===== src/rtl/div_clk_monitor_pkg.sv =====
// Shared types and constants for the divided-clock monitor.
// FSM encoding, timeout multiplier and the period tolerance check.
package div_clk_monitor_pkg;

    typedef enum logic [1:0] {
        IDLE    = 2'd0,
        ACQUIRE = 2'd1,
        LOCKED  = 2'd2
    } state_t;

    // A period longer than this many expected periods means the clock stopped
    localparam int TIMEOUT_MULT = 4;

    function automatic logic period_good(
        input int p,
        input int exp_p,
        input int tol
    );
        int d;
        d = (p >= exp_p) ? p - exp_p : exp_p - p;
        return d <= tol;
    endfunction

endpackage


===== src/rtl/div_clk_monitor_sync_edge.sv =====
// Two-flop synchronizer plus history flop for the divided clock.
// rise is combinational from s2/s3 and marks one detected rising edge.
module sync_edge (
    input  logic clk,
    input  logic rst,
    input  logic d,
    output logic s2,
    output logic rise
);

    logic s1;
    logic s3;

    // Synchronizer chain with one extra stage of history
    always_ff @(posedge clk) begin
        if (!rst) begin
            s1 <= 1'b0;
            s2 <= 1'b0;
            s3 <= 1'b0;
        end else begin
            s1 <= d;
            s2 <= s1;
            s3 <= s2;
        end
    end

    assign rise = s2 & ~s3;

endmodule


===== src/rtl/div_clk_monitor.sv =====
// Measures period and high time of a divided clock and tracks lock.
// Loss of lock is reported as a strobe and a saturating error count.
module div_clk_monitor
    import div_clk_monitor_pkg::*;
#(
    parameter int EXP_PERIOD = 3,
    parameter int TOL        = 0,
    parameter int LOCK_CNT   = 4,
    parameter int CNT_W      = 8
) (
    input  logic             clk,
    input  logic             rst,
    input  logic             div_in,
    input  logic             clr_err,
    output logic             rise_pulse,
    output logic [CNT_W-1:0] period,
    output logic [CNT_W-1:0] high_cnt,
    output logic             locked,
    output logic             err,
    output logic [7:0]       err_cnt
);

    localparam logic [CNT_W-1:0] CNT_MAX   = '1;
    localparam logic [CNT_W-1:0] TIMEOUT   = CNT_W'(TIMEOUT_MULT * EXP_PERIOD);
    localparam logic [CNT_W-1:0] LOCK_LAST = CNT_W'(LOCK_CNT - 1);

    logic             s2;
    logic             rise;
    logic [CNT_W-1:0] per_cnt;
    logic [CNT_W-1:0] hi_run;
    logic [CNT_W-1:0] good_cnt;
    logic [CNT_W-1:0] good_nx;
    state_t           state;
    state_t           state_nx;
    logic             meas_good;
    logic             timeout;
    logic             err_nx;

    sync_edge u_sync (
        .clk  (clk),
        .rst  (rst),
        .d    (div_in),
        .s2   (s2),
        .rise (rise)
    );

    assign meas_good = period_good(32'(per_cnt), EXP_PERIOD, TOL);
    assign timeout   = per_cnt >= TIMEOUT;
    assign locked    = state == LOCKED;

    // Rise-to-rise and high-time counters, latched on every rise
    always_ff @(posedge clk) begin
        if (!rst) begin
            per_cnt    <= '0;
            hi_run     <= '0;
            period     <= '0;
            high_cnt   <= '0;
            rise_pulse <= 1'b0;
        end else begin
            rise_pulse <= rise;
            if (rise) begin
                period   <= per_cnt;
                high_cnt <= hi_run;
                per_cnt  <= CNT_W'(1);
                hi_run   <= CNT_W'(1);
            end else begin
                if (per_cnt != CNT_MAX) begin
                    per_cnt <= per_cnt + 1'b1;
                end
                if (s2 && hi_run != CNT_MAX) begin
                    hi_run <= hi_run + 1'b1;
                end
            end
        end
    end

    // FSM state, good-period counter and error strobe registers
    always_ff @(posedge clk) begin
        if (!rst) begin
            state    <= IDLE;
            good_cnt <= '0;
            err      <= 1'b0;
        end else begin
            state    <= state_nx;
            good_cnt <= good_nx;
            err      <= err_nx;
        end
    end

    // Next-state logic; rise takes priority over timeout
    always_comb begin
        state_nx = state;
        good_nx  = good_cnt;
        err_nx   = 1'b0;
        unique case (state)
            IDLE: begin
                if (rise) begin
                    state_nx = ACQUIRE;
                    good_nx  = '0;
                end
            end
            ACQUIRE: begin
                if (rise) begin
                    if (meas_good) begin
                        good_nx = good_cnt + 1'b1;
                        if (good_cnt >= LOCK_LAST) begin
                            state_nx = LOCKED;
                        end
                    end else begin
                        good_nx = '0;
                    end
                end else if (timeout) begin
                    state_nx = IDLE;
                    good_nx  = '0;
                end
            end
            LOCKED: begin
                if (rise) begin
                    if (!meas_good) begin
                        state_nx = ACQUIRE;
                        good_nx  = '0;
                        err_nx   = 1'b1;
                    end
                end else if (timeout) begin
                    state_nx = IDLE;
                    good_nx  = '0;
                    err_nx   = 1'b1;
                end
            end
            default: begin
                state_nx = IDLE;
                good_nx  = '0;
            end
        endcase
    end

    // Saturating error counter; clear beats a same-cycle increment
    always_ff @(posedge clk) begin
        if (!rst) begin
            err_cnt <= 8'd0;
        end else if (clr_err) begin
            err_cnt <= 8'd0;
        end else if (err_nx && err_cnt != 8'hff) begin
            err_cnt <= err_cnt + 8'd1;
        end
    end

endmodule


===== config.mk =====
export PLATFORM = sky130hd
export DESIGN_NAME = div_clk_monitor
export DESIGN_NICKNAME = d
export VERILOG_FILES = /design/src/rtl/div_clk_monitor_pkg.sv /design/src/rtl/div_clk_monitor_sync_edge.sv /design/src/rtl/div_clk_monitor.sv
export SDC_FILE = /design/constraint.sdc
export NUM_CORES = 1
export LEC_CHECK = 0
export ABC_CLOCK_PERIOD_IN_PS = 7660
export CORE_UTILIZATION = 40
export CTS_CLUSTER_SIZE = 28
export DETAILED_ROUTE_END_ITERATION = 12
export GPL_TIMING_DRIVEN = 0
export PLACE_DENSITY_LB_ADDON = 0.05
export SKIP_LAST_GASP = 1
export SYNTH_ARGS = -nofsm -noshare
export SYNTH_HDL_FRONTEND = slang
export SYNTH_SLANG_ARGS = --single-unit

===== constraint.sdc =====
create_clock -name clk -period 7.66 [get_ports clk]
set_input_delay 1.532 -clock clk [delete_from_list [all_inputs] [get_ports clk]]
set_output_delay 1.532 -clock clk [all_outputs]
set_load 0.03 [all_outputs]

==> impl_metrics.csv <==
group,metric,value,unit
yosys,synth.avg_cell_area,9.16,µm²
setup_path,crit_fanout,8,
sta,period_minus_slack,3450,ps
sta,setup_viol,0,
finish,fin_nets,382,
drt,drt_iter0_markers,93,
drt,drt-vias-per-instance,5.51,
placement,place.gp.congestion,0.848,
setup_path,path_cells,"inv_1 -> ha_1 -> clkdlybuf4s50_1",
grt,grt_pass1_wl,11500,µm
finish,syn_to_final_growth,17.9,%
min_path,holdPathStages,1,
clock_network,root_buffer,"clkbuf_8",
yosys,syn-num-nets,345,
clock_network,post_cts_buffers,0,
setup_path,cpPeakStageDelay,750,ps
clock_network,cts_hold_buf,0,
grt,grt_overflow,0,
placement,dp.cells,458,
min_path,holdPathEnd,"u_sync.s2",
floorplan,dieArea,7890,µm²
floorplan,initial_core_util,41.6,%
floorplan,die_y,88.8,µm
grt,grt_util_all_layers,18.6,%
drt,wl,6880,µm
clock_network,cts-resized-gates,0,
setup_path,critPathLaunchType,"register",
setup_path,r2r_slack,4580,ps
setup_path,path_buf_inv,2,
grt,grt_pass1_vias,2359,
finish,stdcell_count,466,
setup_path,reg2reg_to,"state[0]",
status,status,"finished clean",
setup_path,timing.rr.start,"per_cnt[2]",
sta,rsz0062_at_grt,"false",
setup_path,crit_type,"reg -> out",
yosys,synthSimpleGateAreaFrac,21.4,%
setup_path,critPathArrivalTime,1920,ps
sta,tightestPinTransition,651,ps
power_and_ir_drop,total_power,575,µW
sta,post-route-period-util,45.1,%
drt,drtAntennaViolNets,0,
yosys,ys_ff_latch,55,
setup_path,worstSetupEndpointType,"output pin",
yosys,yosysWarnings,0,
drt,drc,0,
clock_network,cts.htree.levels,2,
drt,first_pass_iters,4,
clock_network,worstSkewPairLatency,310,ps
setup_path,worstPathRequired,6130,ps
floorplan,die_x,88.8,µm
placement,hpwl,4870,µm
yosys,ys_types,59,
run,cap_violations,0,
clock_network,cts_inserted_buffers,5,
yosys,synthMuxAreaShare,1.99,%
sta,clock_skew,11.1,ps
sta,max_freq,0.290,GHz
yosys,synth_compound_area_share,24.8,%
yosys,synth_top_family_by_area,"compound AO/OA/AOI/OAI gates",
floorplan,io_pins,31,
sta,final-hold-violation-count,0,
min_path,holdCritStartpoint,"u_sync.s1",
clock_network,cts_buffer_depth,2,
yosys,synth_seq_area_share,36.5,%
floorplan,num_rows,31,
grt,antenna_found_initial,0,
setup_path,crit_slowest_cell,"clkdlybuf4s50_1",
yosys,syn_area,3010,µm²
finish,final_util,49.0,%
power_and_ir_drop,ir_drop,0.0769,mV
yosys,synth_ff_type,"dfxtp_1",
setup_path,crit_family,"buffers and inverters",
clock_network,cts_tree,"done",
drt,wl_per_cell,14.8,µm
power_and_ir_drop,p_leak,1.27,nW
yosys,synth_async_sr_flop_share,0,%
min_path,hold_class,"reg -> reg",
clock_network,cts_sinks,55,
grt,grt_max_degree,19,
placement,io_buffers,30,
clock_network,clk_pin_slew,100,ps
floorplan,core_area,7250,µm²
yosys,synth_adder_area_share,4.98,%
sta,fin_tns_setup,0,ps
setup_path,ff2ff_path_depth,9,
drt,vias,2568,
sta,relSlewSlack,56.4,%
finish,diodes,0,
power_and_ir_drop,power-per-cell-area,162,nW/µm²
yosys,netlist_instances,329,
yosys,synth_xor_area_share,3.78,%
yosys,synth_edf_count,0,
finish,drive_gt1_share,9.81,%
sta,drv_slew,0,
## per-layer routing
metal | GRT usage [%] | vias to the layer above | wire, µm
met5 | 0 | - | 0
met4 | 4.99 | 0 | 91
met3 | 3.17 | 7 | 280
met2 | 32.1 | 72 | 3240
met1 | 24.0 | 1202 | 3270
li1 | - | 1287 | -
## sequential cells by signal, indices dropped and copies added (netlist names)
| name | count |
|---|---|
| high_cnt | 8 |
| u_sync.s1 | 1 |
| err_cnt | 8 |
| err | 1 |
| per_cnt | 8 |
| u_sync.s3 | 1 |
| rise_pulse | 1 |
| u_sync.s2 | 1 |
| state | 2 |
| hi_run | 8 |
| period | 8 |
| good_cnt | 8 |
## layout make-up
cell class	instances	area [µm²]
fill	725	3700
timing repair buffer	30	300
multi-input combinational	242	1720
clock inverter	3	46.3
inverter	15	56.3
sequential	55	1100
buffer	17	141
tap	99	124
clock buffer	5	68.8
## cell usage in the layout, fill, tap and decap left out, types with 7 or more instances in the layout
master and count:
dfxtp_1 55, nand2_1 22, a21oi_1 25, clkbuf_8 9, nor4_1 11, clkdlybuf4s50_1 30
nor3_1 8, xnor2_1 8, inv_1 15, ha_1 12, nand3_1 11, and2_1 7
a22o_1 16, nor2_1 25, clkbuf_1 8
## worst max path at each step
stage,startpoint,to,slack (ps),cells past startpoint
3_5_place_dp,rst,high_cnt[1],4100,5
2_1_floorplan,per_cnt[2],state[0],5120,9
6_report,state[0],locked,4210,3
5_1_grt,state[0],locked,4130,3
3_3_place_gp,rst,high_cnt[1],4100,5
4_1_cts,state[0],locked,4200,3
## Yosys cell counts (3+ instances only)
cell type,number,share of area (%)
nand3_1,11,1.8
o31ai_1,3,0.75
o211ai_1,6,1.5
xnor2_1,8,2.3
o21ai_0,6,1.0
inv_1,15,1.9
nor3_1,8,1.3
ha_1,12,5.0
nor4_1,11,2.3
nor2_1,25,3.1
clkbuf_1,8,1.0
or2_2,4,0.83
xor2_1,5,1.5
and3_1,6,1.2
nand4_1,6,1.2
o21a_1,3,0.75
clkbuf_8,4,1.8
buf_6,5,1.9
mux2i_1,6,2.0
nor2b_1,4,0.83
a21oi_1,25,4.2
and2_1,7,1.5
a31oi_1,4,0.83
nand2_1,22,2.7
a22o_1,16,4.6
dfxtp_1,55,37
## logic make-up (layout without fill, tap and decap cells)
logic type	count (synthesis)	after routing
AOI/OAI and AO/OA	92	92
xor gates and xnor gates	13	13
adders and majority gates	12	12
buffers and inverters	32	70
DFF	55	55
muxes	6	6
and+or+nand+nor	119	119
## report_power, final
part,switching [mW],internal [mW]
combinational,0.0491,0.0300
clock,0.102,0.0987
sequential,0.00529,0.290
total,0.157,0.419
## metrics by stage
step	worst slack, ps	area [µm²]	hold slack (ps)
after global routing	4130	3550	448
after global placement	4100	3440	417
after floorplan	5120	3010	412
after CTS	4200	3550	448
after detailed placement	4100	3440	421
final	4210	3550	440
Note: power is estimated with default switching activity, not from simulation.
